==> src/rtl/cmd_conditioner_pkg.sv <==
// Shared definitions for the up/down command conditioner and frequency divider.
// Holds debounce state encodings, default debounce length and divider terminal count.
package cmd_conditioner_pkg;

    typedef enum logic [1:0] {
        IDLE     = 2'b00,
        RISE_CHK = 2'b01,
        PRESSED  = 2'b10,
        FALL_CHK = 2'b11
    } deb_state_e;

    // 20 ms at 50 MHz
    localparam int DEB_CYCLES_DEF = 1_000_000;
    localparam int CNT_W_DEF      = 20;

    // Divider and conditioner must agree on the slow tick rate
    localparam int CLK_HZ   = 50_000_000;
    localparam int TICK_HZ  = 1;
    localparam int DIV_TERM = CLK_HZ / TICK_HZ - 1;

endpackage

==> src/rtl/cmd_conditioner_debounce_fsm.sv <==
// Two-flop synchronizer plus 4-state debounce FSM for one switch input.
// Ports: Clock, Reset (async, active-high), raw (async level), strobe (1-cycle press pulse).
module debounce_fsm
    import cmd_conditioner_pkg::*;
#(
    parameter int DEB_CYCLES = DEB_CYCLES_DEF,
    parameter int CNT_W      = CNT_W_DEF
) (
    input  logic Clock,
    input  logic Reset,
    input  logic raw,
    output logic strobe
);

    localparam logic [CNT_W-1:0] CNT_LAST = CNT_W'(DEB_CYCLES - 1);
    localparam logic [CNT_W-1:0] CNT_MAX  = '1;

    logic [1:0]       sync_q, sync_d;
    deb_state_e       state_q, state_d;
    logic [CNT_W-1:0] cnt_q, cnt_d;
    logic             s;

    assign s = sync_q[1];

    function automatic logic [CNT_W-1:0] sat_inc(input logic [CNT_W-1:0] c);
        return (c == CNT_MAX) ? c : c + 1'b1;
    endfunction

    always_comb begin
        sync_d  = {sync_q[0], raw};
        state_d = state_q;
        cnt_d   = cnt_q;
        strobe  = 1'b0;
        unique case (state_q)
            IDLE: begin
                if (s) begin
                    state_d = RISE_CHK;
                    cnt_d   = '0;
                end
            end
            RISE_CHK: begin
                if (!s) begin
                    state_d = IDLE;
                    cnt_d   = '0;
                end else if (cnt_q >= CNT_LAST) begin
                    state_d = PRESSED;
                    cnt_d   = '0;
                    strobe  = 1'b1;
                end else begin
                    cnt_d = sat_inc(cnt_q);
                end
            end
            PRESSED: begin
                if (!s) begin
                    state_d = FALL_CHK;
                    cnt_d   = '0;
                end
            end
            FALL_CHK: begin
                if (s) begin
                    // release bounce: still held, no new strobe
                    state_d = PRESSED;
                    cnt_d   = '0;
                end else if (cnt_q >= CNT_LAST) begin
                    state_d = IDLE;
                    cnt_d   = '0;
                end else begin
                    cnt_d = sat_inc(cnt_q);
                end
            end
            default: begin
                state_d = IDLE;
                cnt_d   = '0;
            end
        endcase
    end

    always_ff @(posedge Clock or posedge Reset) begin
        if (Reset) begin
            sync_q  <= '0;
            state_q <= IDLE;
            cnt_q   <= '0;
        end else begin
            sync_q  <= sync_d;
            state_q <= state_d;
            cnt_q   <= cnt_d;
        end
    end

endmodule

==> src/rtl/cmd_conditioner.sv <==
// Turns raw Up/Down switch levels into debounced one-shot commands held for one tick period.
// Ports: Clock, Reset (async, active-high), tick, up_raw, down_raw -> Up, Down, busy.
module cmd_conditioner
    import cmd_conditioner_pkg::*;
#(
    parameter int DEB_CYCLES = DEB_CYCLES_DEF,
    parameter int CNT_W      = CNT_W_DEF
) (
    input  logic Clock,
    input  logic Reset,
    input  logic tick,
    input  logic up_raw,
    input  logic down_raw,
    output logic Up,
    output logic Down,
    output logic busy
);

    logic up_strobe, down_strobe;
    logic pend_up_q, pend_up_d;
    logic pend_dn_q, pend_dn_d;
    logic up_q, up_d;
    logic dn_q, dn_d;

    debounce_fsm #(
        .DEB_CYCLES(DEB_CYCLES),
        .CNT_W     (CNT_W)
    ) u_deb_up (
        .Clock (Clock),
        .Reset (Reset),
        .raw   (up_raw),
        .strobe(up_strobe)
    );

    debounce_fsm #(
        .DEB_CYCLES(DEB_CYCLES),
        .CNT_W     (CNT_W)
    ) u_deb_dn (
        .Clock (Clock),
        .Reset (Reset),
        .raw   (down_raw),
        .strobe(down_strobe)
    );

    // A strobe coinciding with tick re-sets the flag, so it is
    // presented on the following tick instead of being lost.
    always_comb begin
        pend_up_d = (pend_up_q & ~tick) | up_strobe;
        pend_dn_d = (pend_dn_q & ~tick) | down_strobe;
        up_d      = tick ? pend_up_q : up_q;
        dn_d      = tick ? pend_dn_q : dn_q;
    end

    always_ff @(posedge Clock or posedge Reset) begin
        if (Reset) begin
            pend_up_q <= 1'b0;
            pend_dn_q <= 1'b0;
            up_q      <= 1'b0;
            dn_q      <= 1'b0;
        end else begin
            pend_up_q <= pend_up_d;
            pend_dn_q <= pend_dn_d;
            up_q      <= up_d;
            dn_q      <= dn_d;
        end
    end

    assign Up   = up_q;
    assign Down = dn_q;
    assign busy = pend_up_q | pend_dn_q | up_q | dn_q;

endmodule

==> config.mk <==
export PLATFORM = sky130hd
export DESIGN_NAME = cmd_conditioner
export DESIGN_NICKNAME = d
export VERILOG_FILES = /design/src/rtl/cmd_conditioner_pkg.sv /design/src/rtl/cmd_conditioner_debounce_fsm.sv /design/src/rtl/cmd_conditioner.sv
export SDC_FILE = /design/constraint.sdc
export NUM_CORES = 1
export LEC_CHECK = 0
export CAP_MARGIN = 20
export CORE_MARGIN = 3
export CORE_UTILIZATION = 55
export CTS_CLUSTER_SIZE = 40
export DETAILED_ROUTE_END_ITERATION = 16
export DONT_BUFFER_PORTS = 1
export HOLD_SLACK_MARGIN = 0.12
export PLACE_DENSITY = 0.77
export SLEW_MARGIN = 25
export SYNTH_ARGS = -nofsm -noshare
export SYNTH_HDL_FRONTEND = slang
export SYNTH_SLANG_ARGS = --single-unit
==> constraint.sdc <==
create_clock -name Clock -period 3.3 [get_ports Clock]
set_input_delay 0.33 -clock Clock [delete_from_list [all_inputs] [get_ports Clock]]
set_output_delay 0.33 -clock Clock [all_outputs]
set_load 0.01 [all_outputs]
; ---- Word-level counts from Yosys, hierarchy flattened
; Index checks and enable logic that the tools add are counted.
[totals]
reg_bits = 52
in_bits = 5
word_cells = 78
[op_classes]
add_sub_neg = 2
n_lt_le_gt_ge = 2
eq_ne = 16
muxes = 34
bitwise = 8
reduce_logical = 6
[op_table]
columns = op, count
row1 = two-way mux 20 bit, 12
row2 = case mux 20 bit (4 select lines), 2
row3 = adder 20 x 1 -> 20 bit (second input constant), 2
row4 = == test 20 bit (second input constant), 2
row5 = greater-or-equal comparator 20 bit (second input constant), 2
row6 = two-way mux 2 bit, 12
row7 = case mux 2 bit (4 select lines), 2
row8 = == test 2 bit (second input constant), 4
row9 = AND reduction 4 bit, 2
row10 = two-way mux 1 bit, 6
row11 = != test 3 x 1 -> 1 bit (second input constant), 2
row12 = != test 3 bit (second input constant), 2
row13 = bitwise OR 1 bit, 5
row14 = == test 2 x 1 -> 1 bit (second input constant), 2
row15 = zero test 2 bit, 2
row16 = != test 2 x 1 -> 1 bit (second input constant), 2
row17 = != test 2 bit (second input constant), 2
row18 = AND reduction 2 bit, 2
row19 = bitwise AND 1 bit, 2
row20 = inverter 1 bit, 1

; ---- Depth between registers and ports, before layout
[depth]
depth_word = 5
depth_mapped = 9
depth_no_buf = 7

; ---- Hierarchy
; Synthesis repeated with hierarchy kept, for this count alone.
[unflattened]
hier_cells = 311
hier_area_um2 = 2899.0
[by_module_without_submodules]
columns = mod, n_inst, cells_per_inst, area_each_um2
row1 = debounce_fsm, 2, 150, 1372.6
row2 = cmd_conditioner, 1, 11, 153.9

; ---- Least setup slack after synthesis
; No wires, ideal clock.
[synth_timing]
kind = register to register
startpoint = register u_deb_dn.cnt_q[6]
endpoint = register u_deb_dn.cnt_q[8]
setup_time_ps = 125
arrival_time_ps = 1944
required_time_ps = 3175
path_slack_ps = 1231
path_stages_with_launch = 7
period_less_slack_ps = 2069
path_cell_list = dfrtp_1 -> or3_1 -> or4_4 -> o211a_4 -> nand2_2 -> nor2_1 -> mux2_2
[synth_between]
elab_chain_cells = 5
elab_cells_between_ends = 8
cone_classes = add/sub (1) / order compare (1) / eq/ne (1) / mux (5)
[synth_lines]
columns = element, line_no
row1 = start: declaration, cmd_conditioner_debounce_fsm.sv:20  ; logic [CNT_W-1:0] cnt_q, cnt_d;
row2 = start signal: assignment, cmd_conditioner_debounce_fsm.sv:86  ; cnt_q <= cnt_d;
row3 = adder 20 x 1 -> 20 bit or == test 20 bit (tied branches), cmd_conditioner_debounce_fsm.sv:26  ; return (c == CNT_MAX) ? c : c + 1'b1;
row4 = two-way mux 20 bit, cmd_conditioner_debounce_fsm.sv:26
row5 = two-way mux 20 bit *, "cmd_conditioner_debounce_fsm.sv:45, cmd_conditioner_debounce_fsm.sv:64"
row6 = "two-way mux 20 bit, on equally long branches", "cmd_conditioner_debounce_fsm.sv:60, cmd_conditioner_debounce_fsm.sv:42"
row7 = case mux 20 bit (4 select lines) *, cmd_conditioner_debounce_fsm.sv:34  ; unique case (state_q)
; Every way passes the cells marked *; elsewhere a longest branch is shown, timed or not.
; A chain may end at the register's enable or synchronous reset.

; ---- Worst setup path in the final report
[layout_timing]
startpoint = register u_deb_up.cnt_q[0]
endpoint = register u_deb_up.cnt_q[7]
[layout_between]
elab_chain_cells = 5
elab_cells_between_ends = 8
cone_classes = add/sub (1) / order compare (1) / eq/ne (1) / mux (5)
[layout_lines]
columns = element, line_no
row1 = start: declaration, cmd_conditioner_debounce_fsm.sv:20
row2 = start signal: assignment, cmd_conditioner_debounce_fsm.sv:86
row3 = adder 20 x 1 -> 20 bit or == test 20 bit (tied branches), cmd_conditioner_debounce_fsm.sv:26
row4 = two-way mux 20 bit, cmd_conditioner_debounce_fsm.sv:26
row5 = two-way mux 20 bit *, "cmd_conditioner_debounce_fsm.sv:45, cmd_conditioner_debounce_fsm.sv:64"
row6 = "two-way mux 20 bit, on equally long branches", "cmd_conditioner_debounce_fsm.sv:60, cmd_conditioner_debounce_fsm.sv:42"
row7 = case mux 20 bit (4 select lines) *, cmd_conditioner_debounce_fsm.sv:34
; Marked as above.

==> results.yml <==
run_status:
  status: "finished, final reports clean"
cts:
  cts_tree: "built"
  h-tree-depth: 2
  clk_pin_slew_ns: 0.10
  clock_path_buffers: 2
  cts_made_buffers: 5
  clock-sinks: 52
  clkLatencyLatePin_ns: 0.31
  clock-root-buffer: "clkbuf_8"
  cts_repair_resize_count: 0
global_routing:
  grt_start_max_net_pins: 53
  track_usage_pct: 22.3
  grt_pass1_wl_um: 10900
  overflow: 0
  grt_pass1_vias: 2237
  antenna_found_initial: 0
synthesis:
  yosysWarnings: 0
  synth_seq_area_share_pct: 45.6
  synth_flop_cell: "dfrtp_1"
  synth_edf_count: 0
  synth_fp_nets: 325
  synth_cells: 318
  synth_cell_types: 56
  async_flop_share_pct: 100
  syn_area_um2: 2860
  ys_ff_latch: 52
  avgSynthCellArea_um2: 8.98
flow_run:
  maxCapViolCount: 0
placed_design:
  place_congestion: 0.878
  dp_worst_setup_slack_ns: 0.867
  hpwl_um: 4160
  port_buffers: 0
drt:
  met1_length_um: 3110
  wirelength_um: 6150
  dr_wl_met3_um: 247
  avgRoutedWirePerCell_um: 16.0
  antenna_left: 0
  first_iter_violations: 241
  viasPerCell: 6.34
  dr.pass1.iters: 4
  wl_met2_um: 2700
  drc: 0
  top_layer_used: "met4"
  vias: 2441
worst_setup_path:
  ff2ff_path_depth: 7
  path_common_cell: "nand2_1"
  max_stage_delay_ns: 0.64
  worst-setup-path-type: "flop to flop"
  critPathArrivalTime_ns: 2.72
  cp_num_buf_inv: 0
  r2r_slack_ns: 0.82
  timing.rr.start: "u_deb_up.cnt_q[0]"
  end_kind: "flop"
  rr_endpoint: "u_deb_up.cnt_q[7]"
  crit_chain: "ha_1 > nand2_1 > o21ai_1 > a211o_1 > nand2_1 > o21ai_0 > a21oi_1"
  critPathMaxFanout: 29
  required_ns: 3.54
  slowest_stage: "nand2_1"
  start_kind: "flop"
  worstSetupStartpoint: "u_deb_up.cnt_q[0]"
  critPathTopFamily: "compound AO/OA/AOI/OAI gates"
die:
  dieHeight_um: 78.1
  die-area_um2: 6090
  initial_core_util_pct: 58.5
  rows: 25
  fp.dieW_um: 78.1
  io_pins: 8
  coreArea_um2: 4880
layout:
  diodes: 0
  drive_gt1_share_pct: 7.86
  layout_common_cells: "dfrtp_1, nand2_1, a21oi_1"
  layout_commonest_cell: "dfrtp_1"
  fin_nets: 324
  syn2layout_area_growth_pct: 4.82
sta:
  setup_slack_ns: 0.821
  finalCriticalPeriod_ns: 2.48
  slew_viol_final: 0
  setup_tns_ns: 0
  rsz0062_at_grt: "no"
  setup_viol: 0
  finalHoldViolations: 0
  clock.fmax_ghz: 0.403
  finalClockSkew_ns: 0.00988
  tightest_slew_ns: 0.863
  fin_crit_sh_pct: 75.1
  slew_headroom_pct: 42.3
pwr:
  p_leak_nw: 1.22
  p_per_area_nw_per_um2: 539
  ir_worst_vdd_v: 0.000251
hold_path:
  min_path_type: "input pin to flop"
  hold_path_end: "Down"
  hold_depth: 1
  worstHoldStart: "tick"
[kinds of logic (layout without fill, tap and decap cells)]
kind of cell / Yosys count / count (layout) / share of synthesized area [%]
buf+inv: 21 / 21 / 3.85
flops: 52 / 52 / 45.6
xor+xnor: 3 / 3 / 0.920
simple gates: 130 / 130 / 23.1
fa+ha+maj: 2 / 2 / 0.876
compound gates: 105 / 105 / 23.7
mux: 5 / 5 / 2.06
[state kept, by name, summed over array words and instances, names as in the netlist, named ones only]
signal            flops
u_deb_dn.cnt_q       20
u_deb_up.sync_q       2
u_deb_up.state_q      1
Up                    1
Down                  1
u_deb_dn.sync_q       2
u_deb_dn.state_q      1
pend_up_q             1
pend_dn_q             1
u_deb_up.cnt_q       20
[synth_stat cells (all sizes together) (2+ instances only)]
library cell | instances | share of area, %
clkbuf | 6 | 0.79
nand3 | 15 | 2.6
ha | 2 | 0.88
a22o | 4 | 1.2
buf | 6 | 1.9
a21oi | 27 | 4.9
a211o | 2 | 0.61
or2 | 3 | 0.66
dfrtp | 52 | 46
and4 | 3 | 0.92
inv | 9 | 1.2
nor4 | 3 | 0.88
xor2 | 2 | 0.61
and3 | 5 | 1.1
mux2 | 4 | 1.7
nor3 | 8 | 1.4
a41oi | 3 | 1.2
nor2b | 2 | 0.44
o21a | 2 | 0.53
o31ai | 4 | 1.1
o21ai | 31 | 5.4
or4 | 3 | 0.92
or3 | 3 | 0.66
o22ai | 3 | 0.66
a31oi | 16 | 3.5
nor2 | 20 | 2.6
and2 | 4 | 0.92
nand4 | 14 | 3.1
nand3b | 2 | 0.53
nand2 | 43 | 5.7
a21o | 3 | 0.79
[where the power goes]
part	internal (W)	total, W	switching [W]
logic	0.000182	0.000504	0.000322
registers	0.000690	0.000750	0.0000596
clock network	0.000148	0.000360	0.000212
total	0.00102	0.00161	0.000594
[how the worst max path moves through the flow]
stage                        endpoint  cells past startpoint
CTS                 u_deb_up.cnt_q[7]                      7
global route        u_deb_up.cnt_q[7]                      7
floorplan           u_deb_dn.cnt_q[8]                      6
finish              u_deb_up.cnt_q[7]                      7
detailed placement  u_deb_up.cnt_q[7]                      7
global placement                 flop                      5
[worst register-to-register path, cell delays in order, from the launching register on]
cell	delay (ns)
dfrtp_1	0.43
ha_1	0.26
nand2_1	0.13
o21ai_1	0.09
a211o_1	0.35
nand2_1	0.64
o21ai_0	0.28
a21oi_1	0.22
[layout make-up]
class | count | area, um^2
clock inverter | 3 | 18.8
clock buffer | 5 | 68.8
timing repair buffer | 4 | 40.0
tap | 67 | 83.8
inverter | 9 | 36.3
multi-input combinational | 245 | 1450
fill | 433 | 1890
sequential | 52 | 1300
[metrics by stage]
| stage | hold slack [ns] | power [W] | instance area (um^2) | utilization, % | cells |
|---|---|---|---|---|---|
| 2_1_floorplan | 0.331 | 0.00121 | 2860 | - | 318 |
| 3_3_place_gp | 0.332 | 0.00124 | 2860 | 58.7 | 373 |
| 3_5_place_dp | 0.330 | 0.00126 | 2870 | 58.7 | 373 |
| 4_1_cts | 0.176 | 0.00162 | 2990 | 61.4 | 385 |
| 5_1_grt | 0.176 | 0.00172 | 2990 | 61.4 | 385 |
| 6_report | 0.186 | 0.00161 | 2990 | 61.4 | 385 |
[layer usage]
layer / GRT usage [%] / up-vias
met4: 7.69 / 0
met3: 3.78 / 8
li1: - / 1188
met2: 31.8 / 66
met1: 34.2 / 1179
met5: 0 / -
[what timing repair did]
action                    in CTS  in global routing
hold endpoints to repair      56                  0
hold buffers                   4                  0
setup buffers                  0                  0
(Power assumes the default switching activity.)
